### src/rtl/multi_barrier.sv
// Multi-ID barrier unit for the token ring: tracks per-ID arrival counts and
// generations, and runs blocking or split-phase (arrive now, wait later) barrier ops.
module multi_barrier #(
   parameter int NBAR         = 4,
   parameter int IDW          = 2,
   parameter int CW           = 5,
   parameter int BARRIER_TYPE = 13
) (
   input  logic            clock,
   input  logic            reset,
   input  logic            selBarrier,
   input  logic            arriveOnly,
   input  logic [IDW-1:0]  barrierId,
   input  logic [CW-1:0]   nParticipants,
   input  logic [3:0]      whichCore,
   output logic            done,
   input  logic [31:0]     RingIn,
   input  logic [3:0]      SlotTypeIn,
   input  logic [3:0]      SourceIn,
   output logic [31:0]     barrierRingOut,
   output logic [3:0]      barrierSlotTypeOut,
   output logic [3:0]      barrierSourceOut,
   output logic            barrierDriveRing,
   output logic            barrierWantsToken,
   input  logic            barrierAcquireToken
);

   typedef enum logic [1:0] {
      Idle,
      WaitToken,
      WaitBarrier,
      WaitGen
   } stateT;

   stateT           state;
   logic [CW-1:0]   count [NBAR];
   logic [NBAR-1:0] gen;
   logic [NBAR-1:0] pending;
   logic [NBAR-1:0] myGen;
   logic [IDW-1:0]  latchedId;
   logic            latchedArrive;

   logic [CW-1:0]   nEff;
   logic [CW-1:0]   threshold;
   logic            slotHit;
   logic [IDW-1:0]  slotId;
   logic            complete;
   logic            completeMine;
   logic            genMoved;
   logic            doneComb;
   logic            unusedRing;

   // A participant count of zero behaves as one, so every slot completes.
   assign nEff         = (nParticipants == '0) ? CW'(1) : nParticipants;
   assign threshold    = nEff - CW'(1);
   assign slotHit      = (SlotTypeIn == 4'(BARRIER_TYPE));
   assign slotId       = RingIn[IDW-1:0];
   assign complete     = slotHit && (count[slotId] >= threshold);
   assign completeMine = complete && (slotId == latchedId);
   assign genMoved     = (gen[latchedId] != myGen[latchedId]);
   assign unusedRing   = ^{SourceIn, RingIn[31:IDW]};

   // Every barrier slot on the ring advances its ID's count, whatever this core is doing.
   always_ff @(posedge clock or negedge reset) begin
      if (!reset) begin
         for (int i = 0; i < NBAR; i++) count[i] <= '0;
         gen <= '0;
      end else if (slotHit) begin
         if (complete) begin
            count[slotId] <= '0;
            gen[slotId]   <= ~gen[slotId];
         end else begin
            count[slotId] <= count[slotId] + CW'(1);
         end
      end
   end

   // Op sequencer; a grant that coincides with a completion joins the next generation.
   always_ff @(posedge clock or negedge reset) begin
      if (!reset) begin
         state         <= Idle;
         pending       <= '0;
         myGen         <= '0;
         latchedId     <= '0;
         latchedArrive <= 1'b0;
      end else begin
         unique case (state)
            Idle: begin
               if (selBarrier) begin
                  latchedId     <= barrierId;
                  latchedArrive <= arriveOnly;
                  if (pending[barrierId] && arriveOnly) state <= Idle;
                  else if (pending[barrierId])          state <= WaitGen;
                  else                                  state <= WaitToken;
               end
            end
            WaitToken: begin
               if (barrierAcquireToken) begin
                  myGen[latchedId] <= gen[latchedId] ^ completeMine;
                  if (latchedArrive) begin
                     pending[latchedId] <= 1'b1;
                     state              <= Idle;
                  end else begin
                     state <= WaitBarrier;
                  end
               end
            end
            WaitBarrier: begin
               if (completeMine) begin
                  pending[latchedId] <= 1'b0;
                  state              <= Idle;
               end
            end
            WaitGen: begin
               if (completeMine || genMoved) begin
                  pending[latchedId] <= 1'b0;
                  state              <= Idle;
               end
            end
            default: state <= Idle;
         endcase
      end
   end

   // done is decoded from state and the live slot so it lands in the completing cycle.
   always_comb begin
      doneComb = 1'b0;
      unique case (state)
         Idle:        doneComb = selBarrier && arriveOnly && pending[barrierId];
         WaitToken:   doneComb = barrierAcquireToken && latchedArrive;
         WaitBarrier: doneComb = completeMine;
         WaitGen:     doneComb = completeMine || genMoved;
         default:     doneComb = 1'b0;
      endcase
   end

   assign done               = reset && doneComb;
   assign barrierWantsToken  = reset && (state == WaitToken);
   assign barrierDriveRing   = barrierWantsToken && barrierAcquireToken;
   assign barrierRingOut     = {{(32-IDW){1'b0}}, latchedId};
   assign barrierSlotTypeOut = 4'(BARRIER_TYPE);
   assign barrierSourceOut   = whichCore;

endmodule

### config.mk
export PLATFORM = sky130hd
export DESIGN_NAME = multi_barrier
export DESIGN_NICKNAME = d
export VERILOG_FILES = /design/src/rtl/multi_barrier.sv
export SDC_FILE = /design/constraint.sdc
export NUM_CORES = 1
export LEC_CHECK = 0
export ABC_AREA = 1
export CELL_PAD_IN_SITES_DETAIL_PLACEMENT = 0
export CELL_PAD_IN_SITES_GLOBAL_PLACEMENT = 1
export CORE_MARGIN = 8
export CORE_UTILIZATION = 28
export CTS_CLUSTER_DIAMETER = 30
export CTS_CLUSTER_SIZE = 28
export DETAILED_ROUTE_END_ITERATION = 8
export GPL_TIMING_DRIVEN = 0
export PLACE_DENSITY_LB_ADDON = 0.2
export REMOVE_ABC_BUFFERS = 1
export SKIP_CTS_REPAIR_TIMING = 1
export SYNTH_ARGS = -nofsm -noshare
export SYNTH_HDL_FRONTEND = slang
export SYNTH_SLANG_ARGS = --single-unit
### constraint.sdc
create_clock -name clock -period 3 [get_ports clock]
set_input_delay 0.6 -clock clock [delete_from_list [all_inputs] [get_ports clock]]
set_output_delay 0.6 -clock clock [all_outputs]
set_load 0.005 [all_outputs]
After elaboration in Yosys (flattened, before gate mapping)
Index checks and enable logic that the tools add are counted.
{ "word_totals": {"reg_bits": 37, "inputBits": 56, "elab_cells": 96} }
{ "op_classes": {"addsub": 2, "n_lt_le_gt_ge": 8, "n_eq_ne": 11, "muxes": 36, "bitwise": 8, "n_reduce_logical": 21} }
{ "op_table": {"columns": ["operator", "n"], "rows": [
  ["$and 20x20->20", 1],
  ["$bwmux 20", 1],
  ["$mux 20", 1],
  ["$mux 5", 4],
  ["$not 20->20", 1],
  ["$mux 4", 4],
  ["$mux 2", 7],
  ["$logic_and 1x1->1", 12],
  ["$pmux 4 s3", 1],
  ["$bmux 5 s2", 1],
  ["$demux 5 s2", 1],
  ["$ne 2x2->1 const B", 5],
  ["$lt 2x3->1 const B", 3],
  ["$bmux 1 s2", 4],
  ["$bwmux 4", 2],
  ["$pmux 2 s4", 1],
  ["$mux 1", 6],
  ["$reduce_and 2->1", 3],
  ["$add 5x1->5 const B", 1],
  ["$ge 5x5->1", 1],
  ["$logic_not 5->1", 1],
  ["$reduce_and 5->1", 1],
  ["$sub 5x1->5 const B", 1],
  ["$and 4x4->4", 1],
  ["19 further kinds", 22]
]} }

Depth between registers and ports, before layout
Gate-level depths: netlist (run 1).
{ "logic_depth": {"depth_word": 10, "mapped_depth": 17, "mapped_depth_nobuf": 17} }

Least setup slack after synthesis (run 1)
Ideal clock, no wire load.
{ "synth_path": {"kind": "in2out", "start": "input nParticipants[0]", "end": "output done", "t_arrival_ns": 2.525, "required_ns": 2.400, "slack_ns": -0.125, "cell_stages": 16, "n_path_buf": 0, "path_cell_list": "nor3_1 nand2_1 o21ai_0 inv_1 ha_1 nand2_1 xor2_1 ha_1 nand2_1 inv_1 a21oi_1 nand2_1 nand3_2 nand3_4 nand3_1 nor2_1"} }
{ "synth_between": {"elab_chain_cells": 9} }
{ "synth_rtl": {"columns": ["element", "line_no", "text"], "rows": [
  ["from (decl)", "14", "input logic [CW-1:0] nParticipants,"],
  ["$logic_not 5->1", "54", "assign nEff = (nParticipants == '0) ? CW'(1) : nParticipants;"],
  ["$mux 5 (*)", "54", null],
  ["$sub 5x1->5 (*)", "55", "assign threshold = nEff - CW'(1);"],
  ["$ge 5x5->1 (*)", "58", "assign complete = slotHit && (count[slotId] >= threshold);"],
  ["$logic_and 1x1->1 (*)", "58", null],
  ["$logic_and 1x1->1 (*)", "59", "assign completeMine = complete && (slotId == latchedId);"],
  ["$logic_or 1x1->1", "132", "WaitGen: doneComb = completeMine || genMoved;"],
  ["$pmux 1 s4 (*)", "128", "unique case (state)"],
  ["$logic_and 1x1->1 (*)", "137", "assign done = reset && doneComb;"],
  ["to (decl)", "16", "output logic done,"]
]} }
Every way passes the cells marked *; elsewhere a longest branch is shown, timed or not.

Worst setup path after layout (run 1)
{ "layout_path": {"start": "input nParticipants[2]", "end": "output done"} }
The elaborated chain is that of the path after synthesis.

==> results.cfg, run 1 <==
[status]
status = finished, violations left
failed_checks = negative setup slack

[placement]
place.gp.congestion = 0.777
pre_cts_slack_ns = -1.40
placed_cell_area_mm2 = 0.00292
hpwl_um = 5130
port-buffer-count = 22

[critical_path]
crit_end = done
path_max_fanout = 7
cp_cell_sequence = buf_8 > nor3_4 > nand2_1 > o21ai_1 > inv_1 > ha_4 > nand2_2 > xor2_1 > ha_1 > nand2_1 > inv_2 > a21oi_2 > nand2_2 > nand3_4 > nand3_4 > nand3_2 > nor2_2 > buf_2
end_kind = output port
critPathLaunch = nParticipants[2]
cpPeakStageDelay_ns = 0.26
crit_required_ns = 2.40
rrSetupSlack_ns = 0.70
crit_type = input pin to output port
r2r-end = myGen[0]$_DFFE_PN0P_
start_kind = input pin
worstPathArrival_ns = 2.72
r2r-start = count[3]$_DFFE_PN0P_
reg2regPathDepth = 14
cp_slowest_cell = ha_1

[grt]
gr-usage-all-layers = 0.105
grt_antenna_before_repair = 0
grtUsageMet2 = 0.188
grt_max_degree = 31
grt_use_met3 = 0.0221
grt-ovfl-total = 0
busiest_layer = met2
grtUsageMet1 = 0.123
grt_pass1_wl_um = 11100
grt_pass1_vias = 2321

[synthesis]
synthFlopType = dfrtp_1
avgSynthCellArea_um2 = 7.23
netlist_area_mm2 = 0.00273
synthCells = 378
synth_top_family_by_area = simple AND/OR/NAND/NOR gates
synth_edf_count = 0
async_flop_share = 1.00
post-synth-top-area-fraction = 0.339
synthXorXnorAreaFrac = 0.0128
synth_compound_area_frac = 0.0861
ys_top_cells_by_area = dfrtp_1, nand2_1, buf_4
ys_ff_latch = 37
synthSimpleGateAreaFrac = 0.344
synth_area_leader_cell = dfrtp_1
synth_adder_area_share = 0.0321
synth_cell_types = 35
synth-warning-count = 0
synthMuxAreaShare = 0
ys_seq_area_frac = 0.339

[timing]
rsz0062_at_grt = yes
fin_crit_sh = 1.11
setup_viol = 1
fin_hold_ws_ns = 0.170
finalCriticalPeriod_ns = 3.32
skew_ns = 0.00781
slew_headroom = 0.587
fin_ws_ns = -0.321
worstMarginPinSlew_ns = 0.617
maxSlewViolCount = 0
clock.fmax_mhz = 301
hold_viol = 0

[clocking]
cts.sinks = 37
clock_latency_ns = 0.30
cts_buffers = 5
path_clk_slew_ns = 0.08
cts_max_path_buffers = 2
cts_root_buf = clkbuf_8
cts_tree = yes
htree_levels = 2

[run]
maxCapViolCount = 0

[route]
drtPass1Iterations = 5
drt_iter0_drc = 139
drt_wl_total_um = 6670
wl_per_cell_um = 12.4
viasPerCell = 4.26
drc_errors = 0
drtAntennaViolNets = 0
route.vias.total = 2295

[power_and_ir_drop]
irDropWorstVdd_v = 0.000237
cellLeakagePower_nw = 1.63
power_density_mw_per_mm2 = 693

[floorplan]
core_mm2 = 0.00964
design.die.area_mm2 = 0.0132
ios = 99
fp.dieW_um = 115
start_util = 0.283
num_rows = 36
dieHeight_um = 115

[layout]
layout_commonest_cell = nand2_1
mostFrequentLayoutCells = nand2_1, inv_1, dfrtp_1, conb_1, nor2_1
syn2layout_area_growth_pct = 16.0
nets = 468
finish.utilization = 0.329
n_antenna_cell = 0
final_cell_area_mm2 = 0.00317
nFillCells = 1108
drive_gt1_frac = 0.150

[hold_path]
hp-class = input pin to asynchronous set/reset pin
-- worst min path at each step --
stage | cells after the start | slack, ns | to | start
2_1_floorplan | 0 | 0.30 | asynchronous set/reset pin | reset
3_3_place_gp | 2 | 0.46 | flip-flop | flip-flop
3_5_place_dp | 2 | 0.47 | flip-flop | flip-flop
4_1_cts | 1 | 0.17 | asynchronous set/reset pin | reset
5_1_grt | 1 | 0.17 | asynchronous set/reset pin | reset
6_report | 1 | 0.17 | asynchronous set/reset pin | reset
-- layout make-up --
class                      instances  area (um^2)  share of cell area
multi-input combinational        286         1480               0.466
inverter                          44          168              0.0529
tap                              133          166              0.0525
sequential                        37          926               0.292
timing repair buffer              31          294              0.0928
clock inverter                     3         68.8              0.0217
clock buffer                       5         68.8              0.0217
-- through the flow --
step / instances / total power [mW] / setup TNS, ns
after global placement: 522 / 1.61 / -18.98
after floorplan: 367 / 1.34 / -0.125
after CTS: 531 / 2.16 / -6.75
final: 539 / 2.20 / -0.321
after global routing: 539 / 2.40 / -0.498
after detailed placement: 523 / 1.61 / -17.63
-- synth_stat cells (2+ instances only) --
cell	number
nor3_1	5
nand3_2	6
inv_2	4
nand2_1	119
buf_6	2
nand2_4	4
o21ai_1	9
conb_1	2
buf_2	2
nand3_1	18
o21ai_0	13
xor2_1	3
nand2_2	3
ha_1	7
nor2_2	3
nor2_1	25
a21oi_1	11
nand4_1	13
nand4_2	2
inv_1	39
buf_4	38
dfrtp_1	37
-- where the power goes --
group | internal (mW) | total [mW] | switching [mW]
registers | 0.633 | 0.789 | 0.156
logic | 0.352 | 0.875 | 0.522
clock network | 0.335 | 0.533 | 0.198
-- layer usage --
layer / routed length [um] / vias to the layer above
met4: 63 / 0
met1: 3040 / 1052
met2: 3290 / 46
met5: 0 / -
li1: - / 1189
met3: 281 / 8
-- cells by family after synthesis --
| kind of cell | Yosys count |
|---|---|
| adders and majority gates | 7 |
| xor gates and xnor gates | 4 |
| buffers and inverters | 87 |
| and+or+nand+nor | 201 |
| AOI/OAI and AO/OA | 40 |
| DFF | 37 |
| other | 2 |
-- worst max-delay path, delay by kind of cell --
| kind | cells | cell delay [ns] |
|---|---|---|
| xor gates and xnor gates | 1 | 0.15 |
| buffers and inverters | 4 | 0.35 |
| adders and majority gates | 2 | 0.43 |
| and+or+nand+nor | 9 | 0.93 |
| AOI/OAI and AO/OA | 2 | 0.25 |
No activity file was read; power rests on OpenSTA's default activity.
==> run 2: changes to the inputs <==
==> constraint.sdc (replaced) <==
create_clock -name clock -period 3 [get_ports clock]
set_input_delay 0.6 -clock clock [delete_from_list [all_inputs] [get_ports clock]]
set_output_delay 0.6 -clock clock [all_outputs]
set_load 0.02 [all_outputs]
==> run 2 against run 1 <==
  * The run still ends with negative setup slack left
  * Via count shrank 0.17%
  * Critical path type unchanged
  * Die area is the same
  * Largest cell class unchanged
  * Sequential share of layout area shrank 0.058 points
  * Combinational power grew 7.0%
  * Clock-buffer cell count is the same
  * Setup slack lost 0.015 ns
  * Sequential power is essentially flat
  * Highest routed layer unchanged
==> results.cfg, run 2 (same netlist as run 1, synthesis figures left out) <==
[floorplan]
num_rows = 36
core_mm2 = 0.00964
start_util = 0.283
dieHeight_um = 115
design.die.area_mm2 = 0.0132
ios = 99
fp.dieW_um = 115

[timing]
fin_ws_ns = -0.337
setup_viol = 1
setup_tns_ns = -0.337
slew_headroom = 0.592
finalCriticalPeriod_ns = 3.34
skew_ns = 0.00817
maxSlewViolCount = 0
hold_viol = 0
fin_crit_sh = 1.11
clock.fmax_mhz = 300
worstMarginPinSlew_ns = 0.610
rsz0062_at_grt = yes

[route]
drtPass1Iterations = 5
route.vias.total = 2291
drt_wl_total_um = 6660
drc_errors = 0
viasPerCell = 4.25
wl_per_cell_um = 12.4
drt_iter0_drc = 137
drtAntennaViolNets = 0

[placement]
hpwl_um = 5130
pre_cts_slack_ns = -1.51
port-buffer-count = 22
place.gp.congestion = 0.777

[layout]
mostFrequentLayoutCells = nand2_1, inv_1, dfrtp_1, conb_1, nor2_1
syn2layout_area_growth_pct = 16.3
seq_area_um2 = 926
layout_commonest_cell = nand2_1
nets = 468
drive_gt1_frac = 0.150
multiInputGateArea_mm2 = 0.00148
n_antenna_cell = 0
nFillCells = 1108

[status]
status = finished, violations left
failed_checks = negative setup slack

[critical_path]
crit_required_ns = 2.40
crit_buf_inv = 4
path_max_fanout = 7
worstPathArrival_ns = 2.74
cpPeakStageDelay_ns = 0.30
cp_cell_sequence = buf_8 > nor3_4 > nand2_1 > o21ai_1 > inv_1 > ha_4 > nand2_2 > xor2_1 > ha_1 > nand2_1 > inv_2 > nand4_1 > nand2_2 > nand3_4 > nand3_4 > nand3_2 > nor2_2 > buf_6
end_kind = output port
start_kind = input pin
cp_slowest_cell = ha_1
crit_type = input pin to output port
rrSetupSlack_ns = 0.69
cp_top_family = simple AND/OR/NAND/NOR gates

[power_and_ir_drop]
cellLeakagePower_nw = 1.64
power_density_mw_per_mm2 = 711
irDropWorstVdd_v = 0.000239

[clocking]
clock_latency_ns = 0.30
path_clk_slew_ns = 0.08
cts.sinks = 37
cts_buffers = 5
cts_max_path_buffers = 2
cts_tree = yes
htree_levels = 2
cts_root_buf = clkbuf_8

[run]
maxCapViolCount = 0

[grt]
grt_pass1_vias = 2321
grt-ovfl-total = 0
grt_pass1_wl_um = 11100
gr-usage-all-layers = 0.105
grt_max_degree = 31
grt_antenna_before_repair = 0

[hold_path]
hp-class = input pin to asynchronous set/reset pin
-- run 2: cell type report --
class / instances / area share
inverters: 44 / 0.0528
well taps: 133 / 0.0524
clock buffers: 5 / 0.0217
multi-input cells: 286 / 0.465
repair buffers: 31 / 0.0946
flip-flops and latches: 37 / 0.292
clock inverters: 3 / 0.0217
-- run 2: final timing paths --
kind,from,endpoint,cells after the start
max,nParticipants[2],done,18
min,reset,asynchronous set/reset pin,1
max reg2reg,count[3]$_DFFE_PN0P_,myGen[0]$_DFFE_PN0P_,14
min reg2reg,flip-flop,flip-flop,2
max in group asynchronous,reset,latchedArrive$_DFFE_PN0P_,2
min in group clock,flip-flop,flip-flop,2
-- run 2: worst register-to-register path, cell delays in order (launching register included) --
cell	delay (ns)
dfrtp_1	0.39
nand2_1	0.06
o21ai_0	0.07
nand2_1	0.11
nand3_2	0.14
ha_1	0.32
nand2_1	0.06
inv_2	0.06
nand4_1	0.10
nand2_2	0.17
nand3_4	0.11
buf_4	0.15
xor2_1	0.31
nand2_1	0.09
o21ai_1	0.09
-- run 2: metal layers --
metal | part of all wire | routed length, um | GRT usage | up-vias
met5 | 0 | 0 | 0 | -
met4 | 0.0095 | 63 | 0.0298 | 0
met3 | 0.046 | 305 | 0.0221 | 8
met2 | 0.49 | 3280 | 0.188 | 48
met1 | 0.45 | 3010 | 0.123 | 1048
li1 | - | - | - | 1187
-- run 2: per-stage QoR --
stage	instance area, um^2	instances	power [mW]	hold WS (ns)	util
floorplan	2520	367	1.39	0.304	-
global placement	2910	522	1.66	0.464	0.301
detailed placement	2920	523	1.67	0.466	0.303
CTS	3060	531	2.22	0.171	0.317
global route	3180	539	2.47	0.167	0.329
finish	3180	539	2.26	0.170	0.329
-- run 2: power by group --
group / internal, mW / switching, mW / total [mW]
clock: 0.335 / 0.199 / 0.534
sequential: 0.633 / 0.155 / 0.788
combinational: 0.359 / 0.577 / 0.936
total: 1.33 / 0.931 / 2.26
==> run 3: changes to the inputs <==
--- a/config.mk
+++ b/config.mk
@@ -14,9 +14,12 @@
 export CTS_CLUSTER_SIZE = 28
 export DETAILED_ROUTE_END_ITERATION = 8
 export GPL_TIMING_DRIVEN = 0
+export HOLD_SLACK_MARGIN = 0.06
 export PLACE_DENSITY_LB_ADDON = 0.2
 export REMOVE_ABC_BUFFERS = 1
+export SETUP_SLACK_MARGIN = 0.05
 export SKIP_CTS_REPAIR_TIMING = 1
+export SLEW_MARGIN = 20
 export SYNTH_ARGS = -nofsm -noshare
 export SYNTH_HDL_FRONTEND = slang
 export SYNTH_SLANG_ARGS = --single-unit
==> run 3 against run 2 <==
  * Critical endpoint unchanged
  * Sequential power is essentially flat
  * First-iteration DRC count shrank 23%
  * Clock-buffer cell count is the same
  * Sequential share of layout area grew 0.31 points
  * Critical path depth is the same
  * Via count grew 0.22%
  * Total power shrank 7.2%
  * Highest routed layer unchanged
  * Clock power shrank 33%
  * Combinational power grew 2%
  * Largest power group unchanged
  * The run still ends with negative setup slack left
  * Cell count grew 0.37%
  * Clock skew is essentially flat
==> results.cfg, run 3 (same netlist as run 1, synthesis figures left out) <==
[timing]
fin_crit_sh = 1.14
setup_viol = 1
rsz0062_at_grt = yes
fin_ws_ns = -0.422
clock.fmax_mhz = 292
maxSlewViolCount = 0
finalCriticalPeriod_ns = 3.42
hold_viol = 0
setup_tns_ns = -0.422
skew_ns = 0.00816
worstMarginPinSlew_ns = 0.612
slew_headroom = 0.591

[power_and_ir_drop]
p_clk_frac = 0.170
irDropWorstVdd_v = 0.000198
power_frac_seq = 0.376
p_int_mw = 1.16
p_switching_uw = 935
power_density_mw_per_mm2 = 667
p_sw_frac = 0.446
cellLeakagePower_nw = 1.62
power_frac_comb = 0.455

[critical_path]
r2r-start = count[3]$_DFFE_PN0P_
cp_slowest_cell = ha_1
end_kind = output port
path_max_fanout = 5
critPathLaunch = nParticipants[0]
cp_num_cells = 18
start_kind = input pin
crit_type = input pin to output port
crit_required_ns = 2.40
worstPathArrival_ns = 2.82
reg2regPathDepth = 13
cpPeakStageDelay_ns = 0.30
crit_buf_inv = 4
cp_top_family = simple AND/OR/NAND/NOR gates
r2r-end = count[19]$_DFFE_PN0P_
cp_cell_sequence = clkbuf_2 > nor3_4 > nand2_1 > o21ai_1 > inv_1 > ha_2 > buf_6 > xnor2_2 > ha_1 > nand2_1 > nand2_2 > a21oi_2 > nand2_2 > nand3_4 > nand3_4 > nand3_2 > nor2_2 > buf_6
rrSetupSlack_ns = 0.74

[placement]
port-buffer-count = 22
hpwl_um = 5070
placed_cell_area_mm2 = 0.00292
place.gp.congestion = 0.777

[clocking]
htree_levels = 2
cts_tree = yes
clock_latency_ns = 0.29
path_clk_slew_ns = 0.08
cts_root_buf = clkbuf_8
cts_buffers = 5
cts.sinks = 37
cts_max_path_buffers = 2

[floorplan]
design.die.area_mm2 = 0.0132
core_mm2 = 0.00964
dieHeight_um = 115
ios = 99
start_util = 0.283
num_rows = 36
fp.dieW_um = 115

[layout]
drive_gt1_frac = 0.159
final_cell_area_mm2 = 0.00314
layout_commonest_cell = nand2_1
n_antenna_cell = 0
nFillCells = 1091
nets = 470
syn2layout_area_growth_pct = 15.0
mostFrequentLayoutCells = nand2_1, inv_1, dfrtp_1, conb_1, nor2_1

[grt]
grt_pass1_vias = 2254
grt_antenna_before_repair = 0
grt-ovfl-total = 0
grt_pass1_wl_um = 11100
gr-usage-all-layers = 0.106
grt_max_degree = 30

[route]
drtAntennaViolNets = 0
drtPass1Iterations = 4
wl_per_cell_um = 12.4
route.vias.total = 2296
drc_errors = 0
drt_iter0_drc = 106
viasPerCell = 4.24
drt_wl_total_um = 6680

[hold_path]
hp-class = input pin to asynchronous set/reset pin

[status]
status = finished, violations left
failed_checks = negative setup slack

[run]
maxCapViolCount = 0
-- run 3: changes by cell type in the layout (fill, tap and decap cells not counted), sizes merged --
cell	change
inv	-1
clkinvlp	+1
clkinv	+2
bufinv	-2
buf	+2
-- run 3: routing by layer --
layer | share of wire | wire length [um] | track usage | vias up
met2 | 0.49 | 3310 | 0.187 | 48
li1 | - | - | - | 1198
met3 | 0.038 | 253 | 0.0210 | 4
met4 | 0.0073 | 49 | 0.0359 | 0
met1 | 0.46 | 3070 | 0.127 | 1046
met5 | 0 | 0 | 0 | -
-- run 3: layout make-up --
cell class / instances / area (um^2) / area share
clock buffer: 5 / 68.8 / 0.0219
multi-input combinational: 286 / 1480 / 0.472
clock inverter: 3 / 17.5 / 0.00558
tap: 133 / 166 / 0.0530
timing repair buffer: 33 / 313 / 0.0996
sequential: 37 / 926 / 0.295
inverter: 44 / 168 / 0.0534
-- run 3: how the worst max path moves through the flow --
stage,endpoint
finish,done
global route,done
CTS,done
detailed placement,done
floorplan,done
global placement,done
-- run 3: power by group through the flow --
| stage | Combinational (mW) | Clock [mW] | Sequential (mW) |
|---|---|---|---|
| 6_report | 0.953 | 0.356 | 0.787 |
| 4_1_cts | 0.870 | 0.374 | 0.792 |
| 3_3_place_gp | 0.862 | 0 | 0.802 |
| 2_1_floorplan | 0.626 | 0 | 0.764 |
| 5_1_grt | 1.09 | 0.395 | 0.814 |
| 3_5_place_dp | 0.866 | 0 | 0.800 |
-- run 3: metrics by stage --
| step | cells | hold slack [ns] | setup slack [ns] | total power, mW | utilization |
|---|---|---|---|---|---|
| final | 541 | 0.176 | -0.422 | 2.10 | 0.326 |
| after global routing | 541 | 0.171 | -0.522 | 2.30 | 0.326 |
| after CTS | 531 | 0.175 | -1.49 | 2.04 | 0.312 |
| after detailed placement | 523 | 0.466 | -1.50 | 1.67 | 0.303 |
| after global placement | 522 | 0.464 | -1.51 | 1.66 | 0.301 |
| after floorplan | 367 | 0.304 | -0.299 | 1.39 | - |
==> edit 1, RTL diff (flow settings as in run 1) <==
`NBAR`: 4 -> 2.
--- a/src/rtl/multi_barrier.sv
+++ b/src/rtl/multi_barrier.sv
@@ -2,5 +2,5 @@
 // generations, and runs blocking or split-phase (arrive now, wait later) barrier ops.
 module multi_barrier #(
-   parameter int NBAR         = 4,
+   parameter int NBAR         = 2,
    parameter int IDW          = 2,
    parameter int CW           = 5,
Behaviour: not the same (a bounded check fails within 4 cycles, from zero or initial values and one cycle with reset low).
==> edit 1 against run 1 <==
The flow still finishes with violations (negative setup slack); worst setup slack improved by 49 ps; area after synthesis down 34%; core utilization increased by 0.31 points; cell area shrank 34%; wire length fell by 39%; power is 40% lower; fmax up 1.5%; sequential cell count is 16 lower.
==> edit 1: results (changes against run 1) <==
Parameter                              Value

Critical path
  Crit-path max cell delay    310 ps (was 260 ps)
  Arrival time at the worst endpoint    2670 ps (was 2720 ps)
  Peak fanout along the critical path    4 (was 7)

STA
  Measured slew at the worst slew-check pin    675 ps (was 617 ps)
  Count of final setup violators    1 (unchanged)
  Count of final max-slew check failures    0 (unchanged)
  Layout Skew    2.44 ps (was 7.81 ps)
  Final Worst Setup Slack    -272 ps (was -321 ps)

Place
  Minimum setup slack after placement    -1330 ps (was -1400 ps)
  Total placed instance area    1940 sq um (was 2920 sq um)
  DP HPWL    3130 um (was 5130 um)
  Global placement routability congestion    0.753 (was 0.777)

Synth
  Largest cells by area after synthesis    sky130_fd_sc_hd__dfrtp_1, sky130_fd_sc_hd__buf_4, sky130_fd_sc_hd__nand2_1 (was sky130_fd_sc_hd__dfrtp_1, sky130_fd_sc_hd__nand2_1, sky130_fd_sc_hd__buf_4)
  Top post-synthesis cells by count    sky130_fd_sc_hd__nand2_1, sky130_fd_sc_hd__buf_4, sky130_fd_sc_hd__inv_1, sky130_fd_sc_hd__nor2_1, sky130_fd_sc_hd__dfrtp_1 (was sky130_fd_sc_hd__nand2_1, sky130_fd_sc_hd__inv_1, sky130_fd_sc_hd__buf_4)
  Distinct cell type count of the synthesized netlist    30 (was 35)
  Register area share after synthesis    29.1% (was 33.9%)

Power
  Internal portion of total power    758 uW (was 1.32 mW)
  Leak    1.08 nW (was 1.63 nW)
  Worst IR drop on VDD    268 uV (was 237 uV)

Global route
  First-pass GRT wire length    6640 um (was 11,100 um)
  Maximum number of pins on one net before global-route repair    24 (was 31)
  Global Route Usage Sum    8.95% (was 10.5%)

CTS
  Source-to-sink clock delay at the later pin of the worst-skew pair    270 ps (was 300 ps)
  Total clock buffers created by CTS    3 (was 5)
  Deepest level of the CTS H-tree    1 (was 2)

Detailed routing
  Initial DRT Pass Iterations    4 (was 5)
  Number of DRC markers in iteration 0    55 (was 139)
  Wire length after detailed routing    4080 um (was 6670 um)
  Via count normalized by instance count    4.10 (was 4.26)

Cells and area
  Layout fillers    701 (was 1,108)
  Share of layout cells above drive strength 1    17.2% (was 15.0%)
  Net count, final    343 (was 468)

Run status
  Result of the run    finished with violations (unchanged)
  Violated checks    negative setup slack (unchanged)
## edit 1: changes by cell type in the layout (fill, tap and decap cells not counted), moves of 4 or more
cell and delta:
sky130_fd_sc_hd__nor2_1 +7, sky130_fd_sc_hd__nand4_1 -10, sky130_fd_sc_hd__nand2_1 -66, sky130_fd_sc_hd__a21oi_1 -6, sky130_fd_sc_hd__inv_1 -7, sky130_fd_sc_hd__nand3_1 -8
sky130_fd_sc_hd__nand3_2 -4, sky130_fd_sc_hd__o21ai_1 -7, sky130_fd_sc_hd__dfrtp_1 -16
## edit 1: path summary, 6_finish.rpt
| kind | startpoint | to | slack (ps) | cells after the start |
|---|---|---|---|---|
| setup reg to reg | count[4] | count[6] | 960 | 12 |
| min in group clock | flip-flop | flip-flop | 480 | 2 |
| setup / recovery | nParticipants[1] | done | -270 | 18 |
| hold / removal | reset | count[1] | 330 | 1 |
| hold reg to reg | flip-flop | flip-flop | 480 | 2 |
| max in group asynchronous | reset | gen[0] | 2260 | 1 |
## edit 1: cell type report
class | instances | area share, %
multi-input combinational | 190 | 48.6
clock buffer | 4 | 2.16
tap | 77 | 4.62
timing repair buffer | 29 | 13.0
sequential | 21 | 25.2
inverter | 35 | 6.31
## edit 1: worst max-delay path: cells and delay by family
kind / cells / cell delay, ps
xor gates and xnor gates: 1 / 60
AOI/OAI and AO/OA: 2 / 280
buffers and inverters: 3 / 290
adders and majority gates: 2 / 510
and+or+nand+nor: 10 / 940
## edit 1: power by group through the flow
stage	clock network (mW)	logic [mW]	registers, mW
3_5_place_dp	0	0.594	0.481
3_3_place_gp	0	0.597	0.478
2_1_floorplan	0	0.426	0.456
6_report	0.198	0.654	0.471
5_1_grt	0.220	0.752	0.486
4_1_cts	0.208	0.597	0.474
## edit 1: layer usage
layer	vias up	wire length (um)	part of all wire, %	GRT usage, %
li1	760	-	-	-
met1	651	1950	48	11.6
met2	44	1830	45	14.2
met3	5	223	5.5	1.33
met4	0	76	1.9	4.23
met5	-	0	0	0
## edit 1: kinds of logic after synthesis
logic type	synth area share [%]
and+or+nand+nor	27.9
buffers and inverters	24.0
AOI/OAI and AO/OA	8.26
DFF	29.1
adders and majority gates	4.86
xor gates and xnor gates	4.23
other	0.417
muxes	1.18
## edit 1: stage by stage
| stage | setup TNS (ps) | hold WS, ps | utilization, % | instances | total power [mW] |
|---|---|---|---|---|---|
| 5_1_grt | -449 | 376 | 33.2 | 356 | 1.46 |
| 6_report | -272 | 332 | 33.2 | 356 | 1.32 |
| 3_5_place_dp | -8110 | 461 | 30.9 | 345 | 1.07 |
| 3_3_place_gp | -9020 | 457 | 30.9 | 345 | 1.08 |
| 2_1_floorplan | -94.6 | 304 | - | 246 | 0.882 |
| 4_1_cts | -3620 | 483 | 31.6 | 349 | 1.28 |
==> edit 2, RTL diff (settings of run 1) <==
Made on the original files. Re-encode `stateT` (4 states) as one-hot, 4 bits wide.
--- a/src/rtl/multi_barrier.sv
+++ b/src/rtl/multi_barrier.sv
@@ -26,9 +26,9 @@
 );
 
-   typedef enum logic [1:0] {
-      Idle,
-      WaitToken,
-      WaitBarrier,
-      WaitGen
+   typedef enum logic [3:0] {
+      Idle        = 4'b0001,
+      WaitToken   = 4'b0010,
+      WaitBarrier = 4'b0100,
+      WaitGen     = 4'b1000
    } stateT;
 
Formal check against the unedited RTL: no difference found for any inputs over 4 cycles, from zero or initial values and one cycle with reset low; so few cycles prove little.
==> edit 2 against run 1 <==
The run still ends with negative setup slack left; worst hold slack improved by 14 ps; cell area rose by 1.6%; register-to-register slack barely moved; area after synthesis rose by 1.9%; final cell count rose by 3.9%; worst setup slack barely moved; clock power fell by 14%; clock skew fell by 1.2 ps; power fell by 6.2%; via count rose by 3.4%; critical path depth did not move; first-iteration DRC count fell by 17%; wire length rose by 3.0%; sequential cell count rose by 2.
==> edit 2: results (changes against run 1) <==
Parameter                              Value

Run status
  Result of the run    finished with violations (unchanged)
  Violated checks    negative setup slack (unchanged)

Synth
  Average instance area after synthesis    6.96 sq um (was 7.23 sq um)
  Area share of fa/ha/maj cells after synthesis    3.15% (was 3.21%)
  Largest cells by area after synthesis    sky130_fd_sc_hd__dfrtp_1, sky130_fd_sc_hd__nand2_1, sky130_fd_sc_hd__buf_4 (unchanged)
  Distinct cell type count of the synthesized netlist    32 (was 35)
  Synth Area in Compound Gates    7.42% (was 8.61%)
  Register area share after synthesis    35.1% (was 33.9%)
  Share of the synthesized netlist area taken by xor and xnor gates    1.57% (was 1.28%)

STA
  Final Worst Setup Slack    -322 ps (was -321 ps)
  Setup Total Neg Slack    -322 ps (was -321 ps)
  Layout Skew    6.57 ps (was 7.81 ps)
  Worst Hold Margin    184 ps (was 170 ps)
  Count of final setup violators    1 (unchanged)
  Worst rel slew slack    65.0% (was 58.7%)

Cells and area
  Net count, final    489 (was 468)
  Synthesis-to-finish area growth    15.7% (was 16.0%)
  Share of layout cells above drive strength 1    13.8% (was 15.0%)
  Final antenna diode count    0 (unchanged)
  Layout fillers    1,110 (was 1,108)

Place
  DP HPWL    5430 um (was 5130 um)
  Total placed instance area    2980 sq um (was 2920 sq um)
  Minimum setup slack after placement    -1860 ps (was -1400 ps)
  DP Cell Count    546 (was 523)

Global route
  Maximum number of pins on one net before global-route repair    30 (was 31)
  Global Route Usage Sum    10.2% (was 10.5%)
  Vias in the first global route    2,376 (was 2,321)

Critical path
  Crit-path max cell delay    290 ps (was 260 ps)
  Peak fanout along the critical path    4 (was 7)
  R2R Path Start    count[12] (was count[3])

Power
  Leak    1.63 nW (about the same)
  Worst IR drop on VDD    238 uV (was 237 uV)

Detailed routing
  Per-cell routed wire length    12.3 um (was 12.4 um)
  Via count normalized by instance count    4.24 (was 4.26)
  Number of DRC markers in iteration 0    116 (was 139)
  Wire length after detailed routing    6880 um (was 6670 um)
  Initial DRT Pass Iterations    4 (was 5)
## edit 2: cell count changes in the layout (fill, tap and decap cells not counted), moves of 3 or more
| cell | delta |
|---|---|
| sky130_fd_sc_hd__inv_1 | +6 |
| sky130_fd_sc_hd__nand2_1 | +8 |
| sky130_fd_sc_hd__nand2_4 | -3 |
| sky130_fd_sc_hd__nand3_1 | +3 |
| sky130_fd_sc_hd__nor2_1 | +9 |
| sky130_fd_sc_hd__nor3_1 | -3 |
| sky130_fd_sc_hd__nor3_2 | +4 |
| sky130_fd_sc_hd__o21ai_0 | +3 |
| sky130_fd_sc_hd__o21ai_1 | -5 |
## edit 2: report_power, final
group	total [mW]	switching (mW)	internal (mW)
clock	0.456	0.208	0.248
sequential	0.816	0.139	0.677
combinational	0.789	0.508	0.281
## edit 2: cell families after synthesis
kind of cell | count (synthesis)
other cells | 2
flops | 39
xor+xnor | 5
fa+ha+maj | 7
buf+inv | 93
simple gates | 216
compound gates | 38
## edit 2: layout make-up
cell class | count | area share (%)
Timing Repair Buffer | 29 | 8.43
Multi-Input combinational cell | 300 | 46.4
Clock inverter | 3 | 1.36
Tap cell | 133 | 5.17
Inverter | 51 | 6.14
Clock buffer | 5 | 2.14
Sequential cell | 39 | 30.3
## edit 2: worst max-delay path by stage
stage | start | endpoint | cells past startpoint
after floorplan | nParticipants[0] | done | 16
after global placement | RingIn[0] | done | 15
after detailed placement | RingIn[0] | done | 15
after CTS | RingIn[0] | done | 15
after global routing | nParticipants[1] | done | 18
final | nParticipants[1] | done | 18
## edit 2: layer usage
layer | track usage [%] | vias to the layer above | wire length, um
met1 | 13.3 | 1078 | 3220
met5 | 0 | - | 0
met2 | 17.2 | 44 | 3350
li1 | - | 1246 | -
met3 | 2.19 | 4 | 273
met4 | 1.56 | 0 | 34
